===== src/rtl/slot_sequencer.sv =====
// Walks the per-slot register bank, issues one command per PENDING slot and writes the result status back.
// Optional completion watchdog: define SLOT_SEQ_TIMEOUT_EN.
//
// state     | meaning
// ----------+----------------------------------------------------------
// IDLE      | waiting for start
// SCAN      | examine slot idx: skip, reject (size 0) or latch command
// ISSUE     | cmd_valid held with stable cmd_* until cmd_ready
// WAIT      | waiting for the completion strobe (or watchdog expiry)
// WRITEBACK | wb_set_status pulse visible, err_count update, advance
// FINISH    | last slot handled, done pulse issued on exit
module slot_sequencer #(
  parameter int NUM_SLOTS       = 2,
  parameter int INPUT_IDX_WIDTH = 1,
  parameter int ADDR_WIDTH      = 32,
  parameter int SIZE_WIDTH      = 26,
  parameter int STATUS_WIDTH    = 2,
  parameter int PROFILE_WIDTH   = 4,
  parameter int TIMEOUT_WIDTH   = 16
) (
  input  logic                                clk,
  input  logic                                reset,
  input  logic                                start,
  input  logic [NUM_SLOTS*ADDR_WIDTH-1:0]     slot_addr_flat,
  input  logic [NUM_SLOTS*SIZE_WIDTH-1:0]     slot_size_flat,
  input  logic [NUM_SLOTS*STATUS_WIDTH-1:0]   slot_status_flat,
  input  logic [NUM_SLOTS*PROFILE_WIDTH-1:0]  slot_profile_flat,
  output logic                                cmd_valid,
  input  logic                                cmd_ready,
  output logic [ADDR_WIDTH-1:0]               cmd_addr,
  output logic [SIZE_WIDTH-1:0]               cmd_size,
  output logic [PROFILE_WIDTH-1:0]            cmd_profile,
  input  logic                                cmp_valid,
  input  logic                                cmp_err,
  output logic [INPUT_IDX_WIDTH-1:0]          wb_idx,
  output logic [STATUS_WIDTH-1:0]             wb_status,
  output logic                                wb_set_status,
  output logic                                busy,
  output logic                                done,
  output logic [7:0]                          err_count
);

  typedef enum logic [2:0] {
    S_IDLE,
    S_SCAN,
    S_ISSUE,
    S_WAIT,
    S_WRITEBACK,
    S_FINISH
  } state_t;

  localparam logic [STATUS_WIDTH-1:0]    ST_PENDING = STATUS_WIDTH'(1);
  localparam logic [STATUS_WIDTH-1:0]    ST_DONE    = STATUS_WIDTH'(2);
  localparam logic [STATUS_WIDTH-1:0]    ST_ERROR   = STATUS_WIDTH'(3);
  localparam logic [INPUT_IDX_WIDTH-1:0] LAST_IDX   = INPUT_IDX_WIDTH'(NUM_SLOTS - 1);

  state_t                     state;
  logic [INPUT_IDX_WIDTH-1:0] idx;

  logic [ADDR_WIDTH-1:0]      sel_addr;
  logic [SIZE_WIDTH-1:0]      sel_size;
  logic [STATUS_WIDTH-1:0]    sel_status;
  logic [PROFILE_WIDTH-1:0]   sel_profile;

`ifdef SLOT_SEQ_TIMEOUT_EN
  // Expiry is taken on the WAIT cycle whose increment would reach all-ones.
  localparam logic [TIMEOUT_WIDTH-1:0] TO_LAST = {{(TIMEOUT_WIDTH-1){1'b1}}, 1'b0};
  logic [TIMEOUT_WIDTH-1:0] to_cnt;
`endif

  always_comb begin
    sel_addr    = slot_addr_flat[int'(idx)*ADDR_WIDTH +: ADDR_WIDTH];
    sel_size    = slot_size_flat[int'(idx)*SIZE_WIDTH +: SIZE_WIDTH];
    sel_status  = slot_status_flat[int'(idx)*STATUS_WIDTH +: STATUS_WIDTH];
    sel_profile = slot_profile_flat[int'(idx)*PROFILE_WIDTH +: PROFILE_WIDTH];
  end

  always_ff @(posedge clk or negedge reset) begin
    if (!reset) begin
      state         <= S_IDLE;
      idx           <= '0;
      cmd_valid     <= 1'b0;
      cmd_addr      <= '0;
      cmd_size      <= '0;
      cmd_profile   <= '0;
      wb_idx        <= '0;
      wb_status     <= '0;
      wb_set_status <= 1'b0;
      busy          <= 1'b0;
      done          <= 1'b0;
      err_count     <= '0;
`ifdef SLOT_SEQ_TIMEOUT_EN
      to_cnt        <= '0;
`endif
    end else begin
      wb_set_status <= 1'b0;
      done          <= 1'b0;
      case (state)
        S_IDLE: begin
          if (start) begin
            idx       <= '0;
            err_count <= '0;
            busy      <= 1'b1;
            state     <= S_SCAN;
          end
        end
        S_SCAN: begin
          if (sel_status != ST_PENDING) begin
            if (idx == LAST_IDX) begin
              state <= S_FINISH;
            end else begin
              idx   <= idx + 1'b1;
              state <= S_SCAN;
            end
          end else if (sel_size == '0) begin
            wb_idx        <= idx;
            wb_status     <= ST_ERROR;
            wb_set_status <= 1'b1;
            state         <= S_WRITEBACK;
          end else begin
            cmd_addr    <= sel_addr;
            cmd_size    <= sel_size;
            cmd_profile <= sel_profile;
            cmd_valid   <= 1'b1;
            state       <= S_ISSUE;
          end
        end
        S_ISSUE: begin
          if (cmd_ready) begin
            cmd_valid <= 1'b0;
`ifdef SLOT_SEQ_TIMEOUT_EN
            to_cnt    <= '0;
`endif
            state     <= S_WAIT;
          end
        end
        S_WAIT: begin
          if (cmp_valid) begin
            wb_idx        <= idx;
            wb_status     <= cmp_err ? ST_ERROR : ST_DONE;
            wb_set_status <= 1'b1;
            state         <= S_WRITEBACK;
          end
`ifdef SLOT_SEQ_TIMEOUT_EN
          else if (to_cnt == TO_LAST) begin
            to_cnt        <= to_cnt + 1'b1;
            wb_idx        <= idx;
            wb_status     <= ST_ERROR;
            wb_set_status <= 1'b1;
            state         <= S_WRITEBACK;
          end else begin
            to_cnt <= to_cnt + 1'b1;
          end
`endif
        end
        S_WRITEBACK: begin
          if (wb_status == ST_ERROR && err_count != 8'hFF) begin
            err_count <= err_count + 8'd1;
          end
          if (idx == LAST_IDX) begin
            state <= S_FINISH;
          end else begin
            idx   <= idx + 1'b1;
            state <= S_SCAN;
          end
        end
        S_FINISH: begin
          done  <= 1'b1;
          busy  <= 1'b0;
          state <= S_IDLE;
        end
        default: begin
          cmd_valid <= 1'b0;
          busy      <= 1'b0;
          state     <= S_IDLE;
        end
      endcase
    end
  end

endmodule


===== config.mk =====
export PLATFORM = sky130hd
export DESIGN_NAME = slot_sequencer
export DESIGN_NICKNAME = d
export VERILOG_FILES = /design/src/rtl/slot_sequencer.sv
export SDC_FILE = /design/constraint.sdc
export NUM_CORES = 1
export LEC_CHECK = 0
export CAP_MARGIN = 20
export CORE_UTILIZATION = 45
export CTS_CLUSTER_SIZE = 12
export DETAILED_ROUTE_END_ITERATION = 8
export GPL_ROUTABILITY_DRIVEN = 0
export PLACE_DENSITY = 0.87
export SETUP_SLACK_MARGIN = 0.05
export SYNTH_ARGS = -nofsm -noshare
export SYNTH_HDL_FRONTEND = slang
export SYNTH_SLANG_ARGS = --single-unit

===== constraint.sdc =====
create_clock -name clk -period 5.15 [get_ports clk]
set_input_delay 1.545 -clock clk [delete_from_list [all_inputs] [get_ports clk]]
set_output_delay 1.545 -clock clk [all_outputs]
set_load 0.005 [all_outputs]

# Yosys cells after proc, flatten, opt, wreduce, memory -nomap -nowiden

Cells that the tools add are included.

$add $sub $neg: 2
Multiply operators: 1
Eq/ne operators: 16
Shifts and indexed selects: 4
Mux-type cells: 34
Bitwise logic cells: 4
Reductions and logical operators: 15

Operator list:

| kind                | number |
|---|---|
| $shiftx 64x7->32    | 1 |
| $shiftx 52x7->26    | 1 |
| $logic_not 26->1    | 1 |
| $mux 3              | 6 |
| $mux 8              | 2 |
| $ne 2x2->1 const B  | 8 |
| $pmux 8 s2          | 1 |
| $mux 1              | 15 |
| $pmux 3 s5          | 1 |
| $reduce_and 3->1    | 4 |
| $add 8x1->8 const B | 1 |
| $ne 8x8->1 const B  | 1 |
| $reduce_and 4->1    | 2 |
| $reduce_or 4->1     | 2 |
| $shiftx 8x4->4      | 1 |
| $eq 3x2->1 const B  | 2 |
| $eq 3x3->1 const B  | 2 |
| $mux 2              | 3 |
| $pmux 1 s2          | 3 |
| $pmux 1 s3          | 2 |
| $mul 1x4->5 const B | 1 |
| $not 1->1           | 4 |
| $pmux 2 s2          | 1 |
| $reduce_bool 2->1   | 2 |
| 9 further kinds     | 9 |

Register bits: 81
Output and inout bits: 77
Word-level logic and storage cells: 88

# Longest topological paths before layout

Gate-level depths: netlist of the first run.

Word-level depth: 6
Gate-level depth with buffers: 8

# Worst setup path after synthesis of the first run

No wires, ideal clock.

Path kind: input to register
Start point: in slot_status_flat[0]
End point: reg cmd_addr[0]
Library setup time: 0.125 ns
Data arrival time: 2.908 ns
Required time: 5.025 ns
Path slack: 2.117 ns
Cell stages on the path: 7
Path buffers: 2
Cell sequence: inv_1 -> o32a_1 -> nor3_2 -> a21boi_2 -> buf_6 -> buf_8 -> mux2_4

Cells in the longest elaborated chain, start to end: 4

RTL lines:

| item                              | line | source |
|---|---|---|
| from (decl)                       | 26   | `input logic [NUM_SLOTS*STATUS_WIDTH-1:0] slot_status_flat,` |
| $shiftx 4x3->2                    | 74   | `sel_status = slot_status_flat[int'(idx)*STATUS_WIDTH +: STATUS_WIDTH];` |
| $ne 2x1->1                        | 108  | `if (sel_status != ST_PENDING) begin` |
| $not 1->1 (no source line)        | n/a  |  |
| $reduce_and 3->1 (no source line) | n/a  |  |
| to (signal assigned)              | 121  | `cmd_addr <= sel_addr;` |
| to (decl)                         | 30   | `output logic [ADDR_WIDTH-1:0] cmd_addr,` |

Every way passes these cells.
A chain may end at the register's enable or synchronous reset.

# Worst setup path in the final report of the first run

Start point: in slot_status_flat[0]
End point: reg cmd_size[24]

Cells in the longest elaborated chain, start to end: 4

RTL lines:

| item                              | line | source |
|---|---|---|
| $shiftx 4x3->2                    | 74   |  |
| $ne 2x1->1                        | 108  |  |
| $not 1->1 (no source line)        | n/a  |  |
| $reduce_and 3->1 (no source line) | n/a  |  |
| to (signal assigned)              | 122  | `cmd_size <= sel_size;` |
| to (decl)                         | 31   | `output logic [SIZE_WIDTH-1:0] cmd_size,` |

Every way passes these cells.

==> metrics, run 1 <==
Reg-to-Reg Start=idx; Crit Path Max Fanout=44; worst r2r path cells=6; Mapped Area=0.00445 mm^2; leakage power=2.84 nW; Clock Skew=0.00999 ns; Fillers=664; Clock Sinks=81; Post-Route WL=12000 um; H-tree Lvls=3; crit path launch type=input pin; CTS tree=done; I/O pin cnt=211; worst setup margin=1.17 ns; Non-Filler Instances=671; CP required=5.38 ns; clk_lat worst skew=0.35 ns; hold_sp=cmd_valid; DRT iter0 DRCs=101; Diodes inserted=0; critical path startpoint=slot_status_flat[0]; gate count of the mapped netlist=331; vias per cell=5.19; Post-DRT Antenna Nets=0; Initial Util=47.3%; Synth Net Count=466; first-pass GRT wire length=18300 um; vias in the first global route=3665; Die X=101 um; Yosys reg bits=81; GRT Overall Usage=23.7%; Setup Viol. Count Final=0; Clock Path Buffers=2; Vias=3481; PortBufs=210; yosys warns=0; layout net count=672; Detailed Place HPWL=9100 um; CTS Buf Count=9; residual DRC count=0; status=finished, final reports clean; crit path capture type=flip-flop; RSZ-0062 raised after global routing=no; Final Cell Area=0.00687 mm^2; min-delay worst type=flip-flop to flip-flop; critical path class=input pin to flip-flop; hold path cells=1; Row Count=35; worst vdd ir=0.239 mV; Root Driver=clkbuf_8; post-synthesis average cell area=13.5 um^2; register area share after synthesis=45.5%; Worst-Margin Slew=0.919 ns; floorplan core area=0.00942 mm^2; Power, Total=3.48 mW; final hold vios=0; dpl cells=654; maximum number of pins on one net before global-route repair=82; Max Cap Viol=0; Area Overhead vs Synth=54.3%; Final Util=73.0%; Die ar.=0.0103 mm^2; Critical Path AT=4.21 ns; CTS Hold Buffers Added=0; max-slew violation count=0; fmax=0.251 GHz; Worst slew margin=38.6%; fin crit period=3.98 ns; gr ovfl total=0; initial antenna violation count=0; die span in y=101 um; Cell Pwr Density=506 mW/mm^2; share of cells above drive strength 1=27.7%; final setup TNS=0 ns; drt wl/cell=17.9 um; first drt pass iteration count=4; setup bufs post-CTS=0; clock-pin transition on the worst setup and hold timing paths=0.08 ns; fin crit share=77.3%; Fin Hold WS=0.486 ns; post-cts gate resize count=0; post-synthesis cell type count=38; Setup WS pre-CTS=0.799 ns; placed cell area=0.00661 mm^2
[critical path, cell delays in order]
cell and delay, ns:
clkdlybuf4s50_1 0.46, inv_1 0.05, o32a_1 0.36, nor3_2 0.22
a21boi_4 0.79, buf_12 0.39, mux2_4 0.34
[sequential cells by signal, summed over array words and instances, names as in the netlist]
signal / cells
busy: 1
cmd_addr: 32
cmd_profile: 4
cmd_size: 26
cmd_valid: 1
done: 1
err_count: 8
idx: 1
state: 3
wb_idx: 1
wb_set_status: 1
wb_status: 2
[placed cells by master, fill, tap and decap left out, types with 3 or more instances in the layout]
| master | count |
|---|---|
| nand3_1 | 6 |
| o21ai_0 | 10 |
| bufinv_16 | 3 |
| a31oi_1 | 3 |
| mux2_2 | 66 |
| nor2_1 | 10 |
| xnor2_1 | 5 |
| a21oi_1 | 5 |
| a22o_1 | 3 |
| nor2b_1 | 3 |
| nand4_1 | 4 |
| mux2_4 | 59 |
| nor4_1 | 12 |
| clkbuf_8 | 9 |
| clkdlybuf4s50_1 | 209 |
| inv_1 | 8 |
| nor3_1 | 4 |
| nand2_1 | 14 |
| dfrtp_1 | 80 |
[logic make-up after synthesis]
kind of cell	share of synthesized area, %
DFF	45.5
AOI/OAI and AO/OA	5.65
xor gates and xnor gates	0.983
adders and majority gates	0.281
and+or+nand+nor	6.83
muxes	36.8
buffers and inverters	3.96
[synthesized netlist by cell type (all sizes together)]
cell type  number  area [um^2]
dfrtp          81         2030
nor4b           1         15.0
o32a            1         10.0
o211ai          2         15.0
mux2          125         1630
nor3            5         30.0
nand2b          2         12.5
nor2b           3         18.8
clkbuf          9         33.8
nand4           4         25.0
a31oi           3         18.8
nand2          14         52.6
xnor2           5         43.8
nor4           12         75.1
a21boi          1         11.3
a21o            1         7.51
nor2           10         37.5
a211oi          1         7.51
o22ai           1         6.26
o2bb2ai         1         8.76
nor3b           1         7.51
a22o            3         26.3
inv             8         30.0
o32ai           1         8.76
nand3           6         30.0
a2111o          1         11.3
buf             9          113
ha              1         12.5
mux2i           1         10.0
a21oi           5         25.0
o21ai          10         50.1
o41ai           1         27.5
a2111oi         2         17.5
[where the power goes]
group	switching (mW)	internal [mW]
clock network	0.233	0.323
logic	0.545	1.19
registers	0.250	0.932
[metal layers]
layer | share of wire (%) | vias to the layer above | track usage (%)
li1 | - | 1629 | -
met1 | 39 | 1671 | 27.9
met2 | 50 | 161 | 40.6
met3 | 8.1 | 20 | 6.69
met4 | 2.3 | 0 | 10.3
met5 | 0 | - | 0
[cell type report]
cell class / count / area (um^2) / area share (%)
sequential: 81 / 2030 / 29.5
timing repair buffer: 213 / 2150 / 31.3
clock inverter: 7 / 118 / 1.71
multi-input combinational: 224 / 2260 / 32.9
tap: 129 / 161 / 2.35
inverter: 8 / 30.0 / 0.437
clock buffer: 9 / 124 / 1.80
[final timing paths]
path	end	slack [ns]
setup / recovery	cmd_size[24]	1.17
hold / removal	cmd_valid	0.49
setup reg to reg	cmd_size[24]	1.76
hold reg to reg	cmd_valid	0.49
max in group asynchronous	idx	3.53
min in group asynchronous	cmd_addr[10]	1.03
Note: power is estimated with default switching activity, not from simulation.
==> run 2, diff against run 1 <==
--- a/config.mk
+++ b/config.mk
@@ -6,11 +6,11 @@
 export NUM_CORES = 1
 export LEC_CHECK = 0
 export CAP_MARGIN = 20
-export CORE_UTILIZATION = 45
+export CORE_UTILIZATION = 38
 export CTS_CLUSTER_SIZE = 12
 export DETAILED_ROUTE_END_ITERATION = 8
 export GPL_ROUTABILITY_DRIVEN = 0
-export PLACE_DENSITY = 0.87
+export PLACE_DENSITY = 0.78
 export SETUP_SLACK_MARGIN = 0.05
 export SYNTH_ARGS = -nofsm -noshare
 export SYNTH_HDL_FRONTEND = slang
==> constraint.sdc (replaced) <==
create_clock -name clk -period 3.45 [get_ports clk]
set_input_delay 1.035 -clock clk [delete_from_list [all_inputs] [get_ports clk]]
set_output_delay 1.035 -clock clk [all_outputs]
set_load 0.005 [all_outputs]
==> run 2 against run 1 <==
  * The run now ends with design-rule violations left
  * Clock skew is 0.0030 ns lower
  * Register-to-register slack worse by 0.63 ns
  * Die area is 18% higher
  * Critical path type unchanged
  * Critical endpoint is now cmd_addr[11]
  * Largest power group unchanged
  * Highest routed layer unchanged
==> metrics, run 2 (same netlist as run 1, synthesis figures left out) <==
Top cell by count, worst path=buf_4; CTS Buf Count=9 (unchanged); H-tree Lvls=3 (unchanged); first drt pass iteration count=6 (was 4); Diodes inserted=0 (unchanged); first-pass GRT wire length=17500 um (was 18300 um); Root Driver=clkbuf_16 (was clkbuf_8); fin crit period=3.06 ns; PortBufs=210 (unchanged); drt wl/cell=17.3 um (was 17.9 um); critical path class=input pin to flip-flop (unchanged); Worst-Margin Slew=0.626 ns (was 0.919 ns); DRT iter0 DRCs=148 (was 101); Die X=110 um (was 101 um); vias per cell=5.04 (was 5.19); CTS tree=done (unchanged); Largest Register=cmd_addr (unchanged); Critical Path AT=3.27 ns (was 4.21 ns); Setup Viol. Count Final=0 (unchanged); Detailed Place HPWL=9260 um (was 9100 um); fin crit share=88.6%; setup bufs post-CTS=0 (unchanged); crit path capture type=flip-flop (unchanged); Vias=3494 (was 3481); Initial Util=39.0% (was 47.3%); maximum number of pins on one net before global-route repair=44 (was 82); die span in y=110 um (was 101 um); Setup WS pre-CTS=0.110 ns (was 0.799 ns); Cell Pwr Density=747 mW/mm^2 (was 506 mW/mm^2); failing checks=design-rule violations; Fin Hold WS=0.483 ns (was 0.486 ns); floorplan core area=0.0114 mm^2 (was 0.00942 mm^2); crit path launch type=input pin (unchanged); Area Overhead vs Synth=56.2% (was 54.3%); layout net count=680 (was 672); clk_lat worst skew=0.33 ns (was 0.35 ns); final hold vios=0 (unchanged); Clock Skew=0.00702 ns (was 0.00999 ns); Clock Sinks=81 (unchanged); Clock Path Buffers=2 (unchanged); Post-Route WL=12000 um (about the same); gr ovfl total=0 (unchanged); CTS Hold Buffers Added=0 (unchanged); Post-DRT Antenna Nets=0 (unchanged); vias in the first global route=3509 (was 3665); Crit Path Max Fanout=19 (was 44); initial antenna violation count=0 (unchanged); fmax=0.327 GHz; Power, Total=5.20 mW (was 3.48 mW); Critical Path Max Stage Delay=0.57 ns (was 0.79 ns); worst path cell trace=clkdlybuf4s50_1, nor4_1, nand4_1, mux2i_1, buf_4, a21boi_4, buf_4, mux2_4 (was clkdlybuf4s50_1, inv_1, o32a_1, nor3_2, a21boi_4, buf_12, mux2_4); status=complete, but fails checks (was finished, final reports clean); clock-pin transition on the worst setup and hold timing paths=0.06 ns (was 0.08 ns); leading registers by flop count=cmd_addr: 32 flops, cmd_size: 26 flops, err_count: 8 flops (unchanged); RSZ-0062 raised after global routing=no (unchanged); commonest cells after routing, fill and taps aside=209 x clkdlybuf4s50_1, 80 x dfrtp_1, 66 x mux2_2 (unchanged); min-delay worst type=flip-flop to flip-flop (unchanged); Row Count=39 (was 35); leakage power=2.89 nW (was 2.84 nW); post-cts gate resize count=0 (unchanged); GRT Overall Usage=19.1% (was 23.7%); Largest register FFs=32 (unchanged); residual DRC count=2 (was 0); Max Cap Viol=0 (unchanged); max-slew violation count=0 (unchanged); worst setup margin=0.393 ns (was 1.17 ns); commonest non-fill, non-tap cell in the layout=clkdlybuf4s50_1 (unchanged); CP max stage cell=nor4_1 (was a21boi_4); share of cells above drive strength 1=28.2% (was 27.7%); CP required=3.66 ns (was 5.38 ns); final setup TNS=0 ns (unchanged); worst vdd ir=0.418 mV (was 0.239 mV); I/O pin cnt=211 (unchanged); Die ar.=0.0122 mm^2 (was 0.0103 mm^2); Worst slew margin=57.8% (was 38.6%)
## run 2: cell count changes in the layout (fill, tap and decap cells not counted), sizes merged
| cell | change |
|---|---|
| buf | +8 |
| bufinv | -3 |
| clkbuf | +3 |
| clkinv | +1 |
| inv | -1 |
## run 2: per-layer routing
layer / up-vias / part of all wire (%) / GRT usage [%]
met5: - / 0 / 0
met4: 0 / 1.5 / 7.71
met3: 12 / 7.6 / 4.00
met2: 150 / 50 / 33.1
met1: 1686 / 41 / 23.1
li1: 1646 / - / -
## run 2: report_power, final
part | switching, mW | total, mW | leakage (nW) | internal (mW)
Combinational | 0.822 | 2.62 | 1.78 | 1.80
Sequential | 0.348 | 1.74 | 0.980 | 1.40
Clock | 0.348 | 0.831 | 0.130 | 0.482
## run 2: cell type report
type	count	area, um^2
Fill cell	929	4460
Multi-Input combinational cell	224	2260
Sequential cell	81	2030
Timing Repair Buffer	221	2210
Clock inverter	4	20.0
Tap cell	143	179
Inverter	8	30.0
Clock buffer	12	236
## run 2: path summary, 6_finish.rpt
kind                                   startpoint      endpoint  slack [ns]  cells past startpoint
worst max-delay path            slot_size_flat[8]  cmd_addr[11]        0.39                      8
worst min-delay path                    cmd_valid     cmd_valid        0.48                      1
worst min register to register          cmd_valid     cmd_valid        0.48                      1
min in group asynchronous                   reset  cmd_size[11]        0.70                      1
max in group asynchronous                   reset  cmd_addr[22]        2.03                      2
worst max register to register                idx  cmd_addr[17]        1.13                      5
## run 2: through the flow
step / util [%] / instance area, um^2 / instances
after floorplan: - / 4450 / 331
after global placement: 58.7 / 6700 / 677
after detailed placement: 58.7 / 6700 / 677
after CTS: 60.9 / 6960 / 693
after global routing: 60.9 / 6960 / 693
final: 60.9 / 6960 / 693
## run 2: critical path: cells and delay by family
family / cells / cell delay, ns
buf+inv: 3 / 0.85
simple gates: 2 / 0.79
mux: 2 / 0.52
compound gates: 1 / 0.08
